===== config.mk =====
export PLATFORM = sky130hd
export DESIGN_NAME = serial_adder_ctrl_flat
export DESIGN_NICKNAME = d
export VERILOG_FILES = /design/src/rtl/serial_adder_ctrl_if.sv /design/src/rtl/serial_adder_ctrl.sv /design/src/flat_wrapper.sv
export SDC_FILE = /design/constraint.sdc
export NUM_CORES = 1
export LEC_CHECK = 0
export ABC_AREA = 0
export BUFFER_PORTS_ARGS = -buffer_cell sky130_fd_sc_hd__buf_2
export CAP_MARGIN = 20
export CORE_MARGIN = 3
export CORE_UTILIZATION = 31
export DETAILED_ROUTE_END_ITERATION = 8
export GPL_TIMING_DRIVEN = 0
export SYNTH_ARGS = -nofsm -noshare
export SYNTH_HDL_FRONTEND = slang
export SYNTH_SLANG_ARGS = --single-unit

===== constraint.sdc =====
create_clock -name clk -period 4.3 [get_ports clk]
set_clock_uncertainty 0.15 [all_clocks]
set_input_delay 1.29 -clock clk [delete_from_list [all_inputs] [get_ports clk]]
set_output_delay 1.29 -clock clk [all_outputs]
set_load 0.1 [all_outputs]

===== src/rtl/serial_adder_ctrl_if.sv =====
`timescale 1ns/1ps
// Request/result bundle between a requesting master and the serial add/sub unit.
interface serial_adder_ctrl_if #(
  parameter int WIDTH = 4
);
  logic             start;
  logic             op_sub;
  logic [WIDTH-1:0] in1;
  logic [WIDTH-1:0] in2;
  logic             busy;
  logic             done;
  logic [WIDTH-1:0] out;
  logic             cout;
  logic             ovf;

  modport master (
    output start, op_sub, in1, in2,
    input  busy, done, out, cout, ovf
  );

  modport slave (
    input  start, op_sub, in1, in2,
    output busy, done, out, cout, ovf
  );
endinterface


===== src/rtl/serial_adder_ctrl.sv =====
`timescale 1ns/1ps
// Bit-serial add/subtract unit: operands captured on start, processed LSB-first
// through one full-adder slice, result/carry/overflow presented with a done pulse.
module serial_adder_ctrl #(
  parameter int WIDTH = 4
) (
  input logic               clk,
  input logic               rst,
  serial_adder_ctrl_if.slave bus
);

  localparam int CW = (WIDTH > 2) ? $clog2(WIDTH) : 1;
  localparam logic [CW-1:0] LAST_BIT = CW'(WIDTH - 1);

  typedef enum logic [1:0] {
    IDLE  = 2'd0,
    SHIFT = 2'd1,
    DONE  = 2'd2
  } state_t;

  state_t           state_reg, state_next;
  logic [WIDTH-1:0] a_reg, a_next;
  logic [WIDTH-1:0] b_reg, b_next;
  logic [WIDTH-1:0] res_reg, res_next;
  logic             carry_reg, carry_next;
  logic [CW-1:0]    cnt_reg, cnt_next;
  logic [WIDTH-1:0] out_reg, out_next;
  logic             cout_reg, cout_next;
  logic             ovf_reg, ovf_next;

  // One full-adder slice on the current LSBs.
  logic sum_bit;
  logic carry_out;
  assign sum_bit   = a_reg[0] ^ b_reg[0] ^ carry_reg;
  assign carry_out = (a_reg[0] & b_reg[0]) | (a_reg[0] & carry_reg) | (b_reg[0] & carry_reg);

  assign bus.busy = (state_reg == SHIFT);
  assign bus.done = (state_reg == DONE);
  assign bus.out  = out_reg;
  assign bus.cout = cout_reg;
  assign bus.ovf  = ovf_reg;

  // Next-state and datapath update; subtraction is a + ~b + 1 with the +1 as carry-in.
  always_comb begin
    state_next = state_reg;
    a_next     = a_reg;
    b_next     = b_reg;
    res_next   = res_reg;
    carry_next = carry_reg;
    cnt_next   = cnt_reg;
    out_next   = out_reg;
    cout_next  = cout_reg;
    ovf_next   = ovf_reg;

    case (state_reg)
      IDLE, DONE: begin
        state_next = IDLE;
        if (bus.start) begin
          a_next     = bus.in1;
          b_next     = bus.op_sub ? ~bus.in2 : bus.in2;
          carry_next = bus.op_sub;
          cnt_next   = '0;
          state_next = SHIFT;
        end
      end
      SHIFT: begin
        a_next     = a_reg >> 1;
        b_next     = b_reg >> 1;
        res_next   = {sum_bit, res_reg[WIDTH-1:1]};
        carry_next = carry_out;
        cnt_next   = cnt_reg + CW'(1);
        if (cnt_reg == LAST_BIT) begin
          // MSB slice: carry_reg is the carry into the sign bit.
          out_next   = {sum_bit, res_reg[WIDTH-1:1]};
          cout_next  = carry_out;
          ovf_next   = carry_reg ^ carry_out;
          cnt_next   = '0;
          state_next = DONE;
        end
      end
      default: state_next = IDLE;
    endcase
  end

  // State and datapath registers with synchronous active-low reset.
  always_ff @(posedge clk) begin
    if (!rst) begin
      state_reg <= IDLE;
      a_reg     <= '0;
      b_reg     <= '0;
      res_reg   <= '0;
      carry_reg <= 1'b0;
      cnt_reg   <= '0;
      out_reg   <= '0;
      cout_reg  <= 1'b0;
      ovf_reg   <= 1'b0;
    end else begin
      state_reg <= state_next;
      a_reg     <= a_next;
      b_reg     <= b_next;
      res_reg   <= res_next;
      carry_reg <= carry_next;
      cnt_reg   <= cnt_next;
      out_reg   <= out_next;
      cout_reg  <= cout_next;
      ovf_reg   <= ovf_next;
    end
  end

endmodule

===== src/flat_wrapper.sv =====
// flat-port wrapper written by rule: the top's interface ports become plain ports
module serial_adder_ctrl_flat 
#(
  parameter int WIDTH = 4
)
  (clk, rst, bus_start, bus_op_sub, bus_in1, bus_in2, bus_busy, bus_done, bus_out, bus_cout, bus_ovf);
  serial_adder_ctrl_if #(.WIDTH(WIDTH)) bus_i ();
  input logic clk;
  input logic rst;
  input wire logic [$bits(bus_i.start)-1:0] bus_start;
  input wire logic [$bits(bus_i.op_sub)-1:0] bus_op_sub;
  input wire logic [$bits(bus_i.in1)-1:0] bus_in1;
  input wire logic [$bits(bus_i.in2)-1:0] bus_in2;
  output wire logic [$bits(bus_i.busy)-1:0] bus_busy;
  output wire logic [$bits(bus_i.done)-1:0] bus_done;
  output wire logic [$bits(bus_i.out)-1:0] bus_out;
  output wire logic [$bits(bus_i.cout)-1:0] bus_cout;
  output wire logic [$bits(bus_i.ovf)-1:0] bus_ovf;
  assign bus_i.start = bus_start;
  assign bus_i.op_sub = bus_op_sub;
  assign bus_i.in1 = bus_in1;
  assign bus_i.in2 = bus_in2;
  assign bus_busy = bus_i.busy;
  assign bus_done = bus_i.done;
  assign bus_out = bus_i.out;
  assign bus_cout = bus_i.cout;
  assign bus_ovf = bus_i.ovf;
  serial_adder_ctrl #(.WIDTH(WIDTH)) u_core (.clk(clk), .rst(rst), .bus(bus_i));
endmodule

==> results.md <==
- Pwr Density: 357 nW/um^2
- Worst setup SP type: flip-flop
- Unrepaired setup endpoints after global routing: no
- Final Hold Vio Count: 0
- Crit Path Category: reg -> out
- Maximum clock rate: between 300 and 400 MHz
- Rows: 20
- Chip Height: ~64 um
- Synthesized net count: 120
- Total Power: 0.445 mW
- Fillers: 319
- H-tree levels: 1
- Gate power share: 14.9%
- Hold Crit Depth: 2
- Internal power: approximately 0.34 mW
- Seq/Total Area, Yosys: 42.0%
- DR vias/cell: between 4 and 5
- Max_cap viols: 0
- Worst VDD drop: 97.2 uV
- Final setup viols: 0
- DRT iter0 DRCs: 22
- DRC: 0
- Quantity of hold-fixing buffers added after cts: 0
- Grt ovf: 0
- Initial core utilization: 33.5%
- Area of the multi-input gates: between 500 and 600 um^2
- Gate Count Post-Synth: 106
- Die X: 64.2 um
- Type of the tightest min-delay check: reg -> reg
- CTS resizes: 0
- Sequential cell area: between 400 and 500 um^2
- Vias in the first global route: 761
- Yosys cell types: 31
- Total Routed Length: between 2000 and 2500 um
- Total GRT Usage: 10.4%
- Setup TNS: 0 ps
- Avg WL per Cell: 11.8 um
- Yosys reg bits: 22
- Via count: a little under 800
- CP max FO: 10
- Clock power share: 35.9%
- Pins Over Slew Limit: 0
- Port bufs: 18
- Inserted Diodes: 0
- Synth Warn #: 0
- Reg clk slew, reported paths: 130 ps
- Largest net degree at the start of global routing: 14
- First-pass GRT wire length: 3390 um
- Clock tree buffer depth: 2
- Place WS: 1600 ps
- Final setup margin: 1260 ps
- Root Buffer Master: clkbuf_4
- Worst setup EP type: output pin
- Post-CTS setup repair buffer count: 0
- R2R cell count: 5
- Final GP Congestion: between 0.7 and 0.8
- Ports: 20
- Cell Area, Synth: 1050 um^2
- Final Instance Count excl. Fillers: roughly 170
- Outcome: completed
- Period minus WS final: between 3000 and 4000 ps
- Die area: 4120 um^2
- Layout area overhead: 18.9%
- P_leak: 0.506 nW
- Avg Cell Area, Syn: 9.89 um^2
- Fin crit share: 70.7%
- Switching share of power: 24.4%
- Worst Tran Pin Value: 486 ps
- 1st-pass router iterations: 4
- Clock latency at the later pin of the worst-skew pair: 310 ps
- Post-route antenna net violation count: 0
- Detailed placer's ending HPWL: about 1500 um
- Inst Count DP: around 170
- Reg power frac: 49.2%
- Initial antenna violation count: 0
- Core Area: 3130 um^2
- WP data arrival: 1600 ps
- Net Sw Power: 0.109 mW
- Sink Count: 22
- CTS tree: yes
- Worst Path Required: between 2000 and 3000 ps
- Slew Limit Headroom: 67.8%
- Number of CTS-inserted buffers: 3
- Final nets: 143
- Layout cells sized above 1: 29.7%
-- synthesized netlist by cell type (all sizes together) --
master	instances	area [um^2]
o21ai	1	5.00
a22oi	7	52.6
a21boi	17	143
nand2b	2	12.5
nor2b	3	18.8
xor2	5	43.8
fa	1	20.0
inv	1	11.3
and3	1	6.26
nor2	1	3.75
and2	1	6.26
ha	1	12.5
mux2i	1	10.0
a21oi	1	5.00
clkbuf	3	12.5
nand3b	1	7.51
dfxtp	22	440
nand2	13	48.8
nor4b	1	8.76
and2b	1	7.51
buf	6	68.8
nand3	14	90.1
nor3b	1	7.51
a31oi	1	6.26
-- final cells by class --
type / instances / share of cell area (%)
Inverter: 1 / 0.904
Sequential cell: 22 / 35.3
Tap cell: 44 / 4.42
Timing Repair Buffer: 18 / 7.23
Multi-Input combinational cell: 74 / 41.4
Buffer: 9 / 6.53
Clock buffer: 3 / 1.81
Clock inverter: 1 / 2.41
-- cell families (layout without fill, tap and decap cells) --
logic type / count (synthesis) / after routing / share of synthesized area, %
buffers and inverters: 10 / 32 / 8.83
xor gates and xnor gates: 5 / 5 / 4.18
and+or+nand+nor: 39 / 39 / 20.8
AOI/OAI and AO/OA: 27 / 27 / 20.2
DFF: 22 / 22 / 42.0
adders and majority gates: 2 / 2 / 3.10
muxes: 1 / 1 / 0.955
-- placed cells by master (no fill, tap or decap), types with 2 or more instances in the layout --
master,count
a21boi_0,4
a21boi_1,9
a21boi_2,4
a22oi_1,7
buf_12,2
buf_2,20
clkbuf_1,2
clkbuf_4,3
dfxtp_1,22
nand2_1,13
nand2b_1,2
nand3_1,10
nand3_2,4
nor2b_1,3
xor2_1,5
-- path summary, 6_finish.rpt --
path,startpoint,to,slack (ps)
max,u_core.state_reg[0],bus_busy,1260
min,u_core.res_reg[1],u_core.bus.out[0],320
max reg2reg,u_core.cnt_reg[0],u_core.bus.cout,2800
min reg2reg,u_core.res_reg[1],u_core.bus.out[0],320
-- worst max-delay path: stages (launching register included) --
cell and delay [ps]:
dfxtp_1 420, nand2b_1 90, buf_6 150, inv_8 80, buf_12 120, buf_2 420
-- per-layer routing --
layer | wire length, um | up-vias | track usage (%)
li1 | - | 412 | -
met3 | 62 | 0 | 1.93
met4 | 0 | 0 | 4.22
met5 | 0 | - | 0
met1 | 910 | 371 | 12.8
met2 | 1060 | 11 | 17.9
-- per-stage QoR --
stage | instance area (um^2) | hold slack (ps) | utilization (%)
2_1_floorplan | 1050 | 289 | -
3_3_place_gp | 1190 | 302 | 38.2
3_5_place_dp | 1190 | 304 | 38.2
4_1_cts | 1250 | 322 | 39.8
5_1_grt | 1250 | 338 | 39.8
6_report | 1250 | 319 | 39.8
-- power groups by stage --
stage	clock network, mW	registers (mW)	logic, mW
finish	0.160	0.219	0.0662
global route	0.174	0.221	0.0729
CTS	0.163	0.219	0.0673
detailed placement	0	0.224	0.0671
global placement	0	0.223	0.0658
floorplan	0	0.223	0.0513
No activity file was read; power rests on OpenSTA's default activity.
